<file path="config.mk">
export PLATFORM = sky130hd
export DESIGN_NAME = rst_seq_ctrl
export DESIGN_NICKNAME = d
export VERILOG_FILES = /design/src/rtl/rst_seq_ctrl.sv
export SDC_FILE = /design/constraint.sdc
export NUM_CORES = 1
export LEC_CHECK = 0
export BUFFER_PORTS_ARGS = -buffer_cell sky130_fd_sc_hd__buf_2
export CAP_MARGIN = 20
export CORE_MARGIN = 5
export CORE_UTILIZATION = 58
export CTS_CLUSTER_DIAMETER = 40
export CTS_CLUSTER_SIZE = 30
export DETAILED_ROUTE_END_ITERATION = 7
export PLACE_DENSITY = 0.78
export SETUP_SLACK_MARGIN = 0.05
export SLEW_MARGIN = 10
export SYNTH_ARGS = -nofsm -noshare
export SYNTH_HDL_FRONTEND = slang
export SYNTH_SLANG_ARGS = --single-unit
</file>
<file path="constraint.sdc">
create_clock -name clk_sys -period 2.1 [get_ports clk_sys]
set_input_delay 0.105 -clock clk_sys [delete_from_list [all_inputs] [get_ports clk_sys]]
set_output_delay 0.105 -clock clk_sys [all_outputs]
set_load 0.01 [all_outputs]
</file>
<file path="src/rtl/rst_seq_ctrl.sv">
// Reset sequencer: after clock lock, releases per-domain active-low resets in index
// order, DLY_US microseconds apart. Optional lock qualification filter: LOCK_FILTER_EN.
module rst_seq_ctrl #(
   parameter int unsigned N_DOM        = 4,
   parameter int unsigned DLY_US       = 10,
   parameter int unsigned SOFT_HOLD_US = 5,
   parameter int unsigned CNT_W        = 16,
   parameter int unsigned LOCK_FILT_US = 3
) (
   input  logic             clk_sys,
   input  logic             rst,
   input  logic             pluse_us,
   input  logic             pll_locked,
   input  logic             soft_rst_req,
   output logic [N_DOM-1:0] rst_dom_n,
   output logic             seq_done,
   output logic             busy,
   output logic [3:0]       stage
);

   if (N_DOM < 1 || N_DOM > 16) begin : g_bad_n_dom
      $error("rst_seq_ctrl: N_DOM must be 1..16");
   end
   if (DLY_US < 1 || SOFT_HOLD_US < 1 || LOCK_FILT_US < 1) begin : g_bad_us
      $error("rst_seq_ctrl: microsecond parameters must be >= 1");
   end
   if ((DLY_US >> CNT_W) != 0 || (SOFT_HOLD_US >> CNT_W) != 0 ||
       (LOCK_FILT_US >> CNT_W) != 0) begin : g_bad_cnt_w
      $error("rst_seq_ctrl: CNT_W too narrow for the microsecond parameters");
   end

   typedef enum logic [1:0] {
      WAIT_LOCK,
      DELAY,
      DONE,
      SOFT_HOLD
   } state_t;

   state_t             state_q, state_d;
   logic [N_DOM-1:0]   rst_dom_n_q, rst_dom_n_d;
   logic               seq_done_q, seq_done_d;
   logic               busy_q, busy_d;
   logic [3:0]         stage_q, stage_d;
   logic [CNT_W-1:0]   us_cnt_q, us_cnt_d;
   logic               soft_q;
   logic               soft_rise;

   assign soft_rise = soft_rst_req & ~soft_q;

   always_comb begin
      state_d     = state_q;
      rst_dom_n_d = rst_dom_n_q;
      seq_done_d  = seq_done_q;
      stage_d     = stage_q;
      us_cnt_d    = us_cnt_q;

      // Lock loss outranks soft requests and strobes in every state but WAIT_LOCK.
      if (state_q != WAIT_LOCK && !pll_locked) begin
         state_d     = WAIT_LOCK;
         rst_dom_n_d = '0;
         seq_done_d  = 1'b0;
         stage_d     = '0;
         us_cnt_d    = '0;
      end else begin
         case (state_q)
            WAIT_LOCK: begin
               rst_dom_n_d = '0;
               seq_done_d  = 1'b0;
               stage_d     = '0;
`ifdef LOCK_FILTER_EN
               if (!pll_locked) begin
                  us_cnt_d = '0;
               end else if (pluse_us) begin
                  if (us_cnt_q == CNT_W'(LOCK_FILT_US - 1)) begin
                     state_d  = DELAY;
                     us_cnt_d = '0;
                  end else begin
                     us_cnt_d = us_cnt_q + CNT_W'(1);
                  end
               end
`else
               us_cnt_d = '0;
               if (pll_locked) state_d = DELAY;
`endif
            end
            DELAY: begin
               if (soft_rise) begin
                  state_d     = SOFT_HOLD;
                  rst_dom_n_d = '0;
                  seq_done_d  = 1'b0;
                  stage_d     = '0;
                  us_cnt_d    = '0;
               end else if (pluse_us) begin
                  if (us_cnt_q == CNT_W'(DLY_US - 1)) begin
                     for (int unsigned i = 0; i < N_DOM; i++) begin
                        if (stage_q == 4'(i)) rst_dom_n_d[i] = 1'b1;
                     end
                     us_cnt_d = '0;
                     stage_d  = stage_q + 4'd1;
                     if (stage_q == 4'(N_DOM - 1)) begin
                        state_d    = DONE;
                        seq_done_d = 1'b1;
                     end
                  end else begin
                     us_cnt_d = us_cnt_q + CNT_W'(1);
                  end
               end
            end
            DONE: begin
               if (soft_rise) begin
                  state_d     = SOFT_HOLD;
                  rst_dom_n_d = '0;
                  seq_done_d  = 1'b0;
                  stage_d     = '0;
                  us_cnt_d    = '0;
               end
            end
            SOFT_HOLD: begin
               if (pluse_us) begin
                  if (us_cnt_q == CNT_W'(SOFT_HOLD_US - 1)) begin
                     state_d  = WAIT_LOCK;
                     us_cnt_d = '0;
                  end else begin
                     us_cnt_d = us_cnt_q + CNT_W'(1);
                  end
               end
            end
            default: begin
               state_d     = WAIT_LOCK;
               rst_dom_n_d = '0;
               seq_done_d  = 1'b0;
               stage_d     = '0;
               us_cnt_d    = '0;
            end
         endcase
      end

      busy_d = (state_d != DONE);
   end

   always_ff @(posedge clk_sys) begin
      if (rst) begin
         state_q     <= WAIT_LOCK;
         rst_dom_n_q <= '0;
         seq_done_q  <= 1'b0;
         busy_q      <= 1'b1;
         stage_q     <= '0;
         us_cnt_q    <= '0;
         soft_q      <= 1'b0;
      end else begin
         state_q     <= state_d;
         rst_dom_n_q <= rst_dom_n_d;
         seq_done_q  <= seq_done_d;
         busy_q      <= busy_d;
         stage_q     <= stage_d;
         us_cnt_q    <= us_cnt_d;
         soft_q      <= soft_rst_req;
      end
   end

   assign rst_dom_n = rst_dom_n_q;
   assign seq_done  = seq_done_q;
   assign busy      = busy_q;
   assign stage     = stage_q;

endmodule
</file>
After elaboration in Yosys (flattened, before gate mapping) --
Cells that the tools add are included.
Word-level totals: register bits 29, output and inout port bits 10
Cells by class: add/subtract/negate cells 2, eq/ne operators 17, muxes and demuxes 35, bitwise operators 2, reductions and logical operators 13
Operators by type and width (count):
- $mux 16 | 6
- $pmux 16 s4 | 1
- $mux 4 | 7
- $pmux 4 s3 | 2
- $reduce_and 5->1 | 4
- $mux 2 | 9
- $ne 3x3->1 const B | 6
- $add 16x1->16 const B | 1
- $eq 16x3->1 const B | 1
- $eq 16x4->1 const B | 1
- $eq 4x2->1 const B | 2
- $mux 1 | 8
- $pmux 2 s4 | 1
- $ne 2x2->1 const B | 3
- $add 4x1->4 const B | 1
- $eq 2x2->1 const B | 2
- $eq 4x1->1 const B | 1
- $logic_not 4->1 | 1
- $reduce_and 4->1 | 1
- $pmux 1 s3 | 1
- $reduce_and 3->1 | 1
- $reduce_bool 3->1 | 1
- $eq 2x1->1 const B | 1
- $logic_not 2->1 | 1
- other kinds (6) | 6

Longest topological paths before layout --
depth after elaboration 8, mapped depth 8, depth with buffers taken out 7

Least setup slack after synthesis --
OpenSTA, ideal clock, no wires.
path kind register to register, from register us_cnt_q[4], to register us_cnt_q[12], library setup time 138 ps, arrival time 1468 ps, data required time 1962 ps, slack 494 ps, cell stages (with the launch flop) 7, path buffers 1, cell sequence dfxtp_1 > nor4_2 > nand4_1 > a32o_2 > buf_6 > a31oi_1 > a311oi_1
Between the ends: longest elaborated chain between the ends 5, elaborated cells between the ends (all ways) 9, those cells by class add/sub: 1; eq/ne: 2; mux: 6
RTL lines:
- start: declaration | line 44 | logic [CNT_W-1:0] us_cnt_q, us_cnt_d;
- start signal: assignment | line 156 | us_cnt_q <= us_cnt_d;
- $add 16x1->16 / $eq 16x4->1 (equally long branches) | line 105, 124, 94
- $mux 16 | line 94 | if (us_cnt_q == CNT_W'(DLY_US - 1)) begin
- $mux 16 | line 93 | end else if (pluse_us) begin
- $mux 16 | line 87 | if (soft_rise) begin
- $pmux 16 s4 * | line 65 | case (state_q)
Every way passes the cells marked *; elsewhere a longest branch is shown, timed or not. The select of a mux whose other input is x is not followed. A chain may end at the register's enable or synchronous reset.

Worst setup path after layout --
from register us_cnt_q[11], to register us_cnt_q[2]
Between the ends: longest elaborated chain between the ends 5, elaborated cells between the ends (all ways) 8, those cells by class eq/ne: 2; mux: 6
RTL lines (line):
- $eq 16x4->1 | 94
- $mux 16 | 94
- $mux 16 | 93
- $mux 16 | 87
- $pmux 16 s4 * | 65
Marked as above.

==> metrics.cfg <==
[status]
status=complete, no violations

[drt]
dr.pass1.iters=4
drc=0
num_vias=1446
wl_microns=3540
ant_nets=0
viasPerCell=6.08
drtIter0Drc=97
wl_per_cell_microns=14.9

[floorplanning]
io_pins=15
fp-row-count=19
die-area_sq_um=3980
die_x_microns=63.1
start_util_pct=59.9
chipHeight_microns=63.1
core_area_sq_um=2730

[logic_synthesis]
synthDistinctLibCells=50
yosys_warnings=0
synth_edf_count=0
synthCells=189
syn_avg_cell_area_sq_um=8.66
synth.area.top_cells=dfxtp_1, xnor2_1, ha_1
synthDominantCellAreaShare_pct=34.3
synth-seq-cells=28
synth_fp_nets=201
netlist_area_sq_um=1640
synth-async-reset-ratio_pct=0
synth_ff_type=dfxtp_1
yosysTopAreaCell=dfxtp_1
ys_seq_area_share_pct=34.3

[critical_path]
required_ns=2.33
cp.arrival_ns=2.15
reg2reg_slack_ns=0.19
r2r_start=us_cnt_q[11]
end_kind=flop
rr_worst_depth=6
crit_path_max_fanout=11
critPathKind=reg2reg
r2r_end=us_cnt_q[2]
setup.worst_path.start_class=flop

[placed_design]
dp_slack_ns=0.252
dp_hpwl_microns=2590
gp_congestion=0.918
portBuffers=14

[timing]
fin_crit_ns=1.91
hold_violations=0
rsz0062_at_grt=no
setup_viol=0
slew-limit-headroom_pct=68.2
slew_violations=0
post-route-period-util_pct=91.1
fmax_mhz=522
worst_pin_slew_ns=0.475
worst_slack_ns=0.186
skew_ns=0.0111
tns_ns=0

[power_and_ir_drop]
power_uw=916
comb_power_share_pct=11.3
power.density_nw_per_um2=516
seq_power_share_pct=60.0
cellInternalPower_uw=687
clkPwrFrac_pct=28.7
vdd_drop_max_mv=0.553
p_switching_uw=229
p_leak_nw=0.613
p_sw_share_pct=25.0

[global_routing]
overflow=0
grt_pass1_vias=1410
antenna_found_initial=0
grt_usage_pct=18.7
grt_pass1_wl_microns=6200
grt_max_degree=16

[clock_network]
clk_pin_slew_ns=0.15
cts_sinks=28
htreeDepth=1
numCtsBuffers=3
post_cts_resized=0
root_buffer=clkbuf_4
cts_tree=yes
clkLatencyLatePin_ns=0.33
clockBufferDepth=2

[layout]
multi_input_area_sq_um=982
layout_commonest_cell=dfxtp_1
ff_latch_area_sq_um=561
final_cell_mix=dfxtp_1, nand2_1, nor2_1, buf_2, xnor2_1
fin_nets=220
n_antenna_cell=0
drive_gt1_share_pct=23.7
areaGrowthSynthToFinish_pct=8.49
fillers=225

[worst_hold_path]
min-delay-start=pll_locked
hold_path_depth=3
hold_path_class=in2reg
min_to=state_q[0]

[run]
maxCapViolations=0

## critical path, stage by stage, from the launching register on
cell and delay [ns]:
dfxtp_1 0.40, nor4_2 0.39, nand4_1 0.20, a32o_2 0.40
o21ai_2 0.17, buf_4 0.20, nor2_2 0.05
## metrics by stage
stage                     util (%)  area (sq um)  hold WS (ns)  cells
after global placement        62.9          1720         0.310    232
after floorplan                  -          1640         0.177    189
final                         64.9          1780        0.0813    238
after global routing          64.9          1780        0.0745    238
after detailed placement      62.9          1720         0.320    232
after CTS                     64.6          1770       0.00652    237
## cells in the mapped netlist (all sizes together), types with 2 or more instances
| cell type | n |
|---|---|
| and3b | 2 |
| ha | 7 |
| o21ai | 5 |
| dfxtp | 28 |
| buf | 7 |
| xnor2 | 11 |
| nor4 | 11 |
| xor2 | 2 |
| and3 | 2 |
| nor2 | 24 |
| nand3 | 9 |
| nand2b | 2 |
| inv | 6 |
| nand2 | 22 |
| a31oi | 5 |
| o211ai | 3 |
| nand3b | 2 |
| o31ai | 2 |
| nor3 | 6 |
| nand4 | 7 |
| a21oi | 7 |
| and4 | 2 |
## layer usage
metal	vias to the layer above	share of wire, %	track usage (%)
met1	695	45	22.6
met2	35	48	31.3
met5	-	0	0
met3	6	5.0	4.62
met4	0	1.5	7.43
li1	710	-	-
## how the worst max path moves through the flow
stage	start	to	slack, ns	depth (start not counted)
2_1_floorplan	us_cnt_q[4]	us_cnt_q[12]	0.49	6
3_3_place_gp	us_cnt_q[4]	us_cnt_q[2]	0.32	6
3_5_place_dp	us_cnt_q[11]	us_cnt_q[4]	0.25	6
4_1_cts	us_cnt_q[11]	us_cnt_q[2]	0.22	6
5_1_grt	us_cnt_q[8]	us_cnt_q[4]	0.1	6
6_report	us_cnt_q[11]	us_cnt_q[2]	0.19	6
## what timing repair did
item / in CTS / in global routing
setup buffers: 0 / 0
hold buffers: 1 / 1
setup endpoints to repair: 0 / 0
hold endpoints to repair: 2 / 1
## power by group through the flow
stage / Combinational [mW] / Clock, mW / Sequential, mW
global route: 0.114 / 0.302 / 0.552
finish: 0.104 / 0.263 / 0.550
floorplan: 0.0709 / 0 / 0.562
global placement: 0.0961 / 0 / 0.560
detailed placement: 0.0998 / 0 / 0.561
CTS: 0.102 / 0.269 / 0.550
## flip-flops by register name, summed over array words and instances, names as in the netlist
signal,flops
us_cnt_q,16
rst_dom_n,4
stage,4
state_q,2
busy,1
soft_q,1
## cell type report
| class | count | area share (%) |
|---|---|---|
| multi-input combinational | 147 | 55.3 |
| sequential | 28 | 31.6 |
| timing repair buffer | 22 | 7.61 |
| tap | 31 | 2.18 |
| clock buffer | 4 | 2.04 |
| inverter | 6 | 1.27 |
## kinds of logic after synthesis
kind of cell             synth area share [%]
XOR/XNOR                                 6.96
flip-flops                               34.3
AO/OA/AOI/OAI                            11.6
buffers and inverters                    5.73
AND/OR/NAND/NOR                          36.1
adder cells (fa/ha/maj)                  5.35
Power figures use the tool's default switching activity.
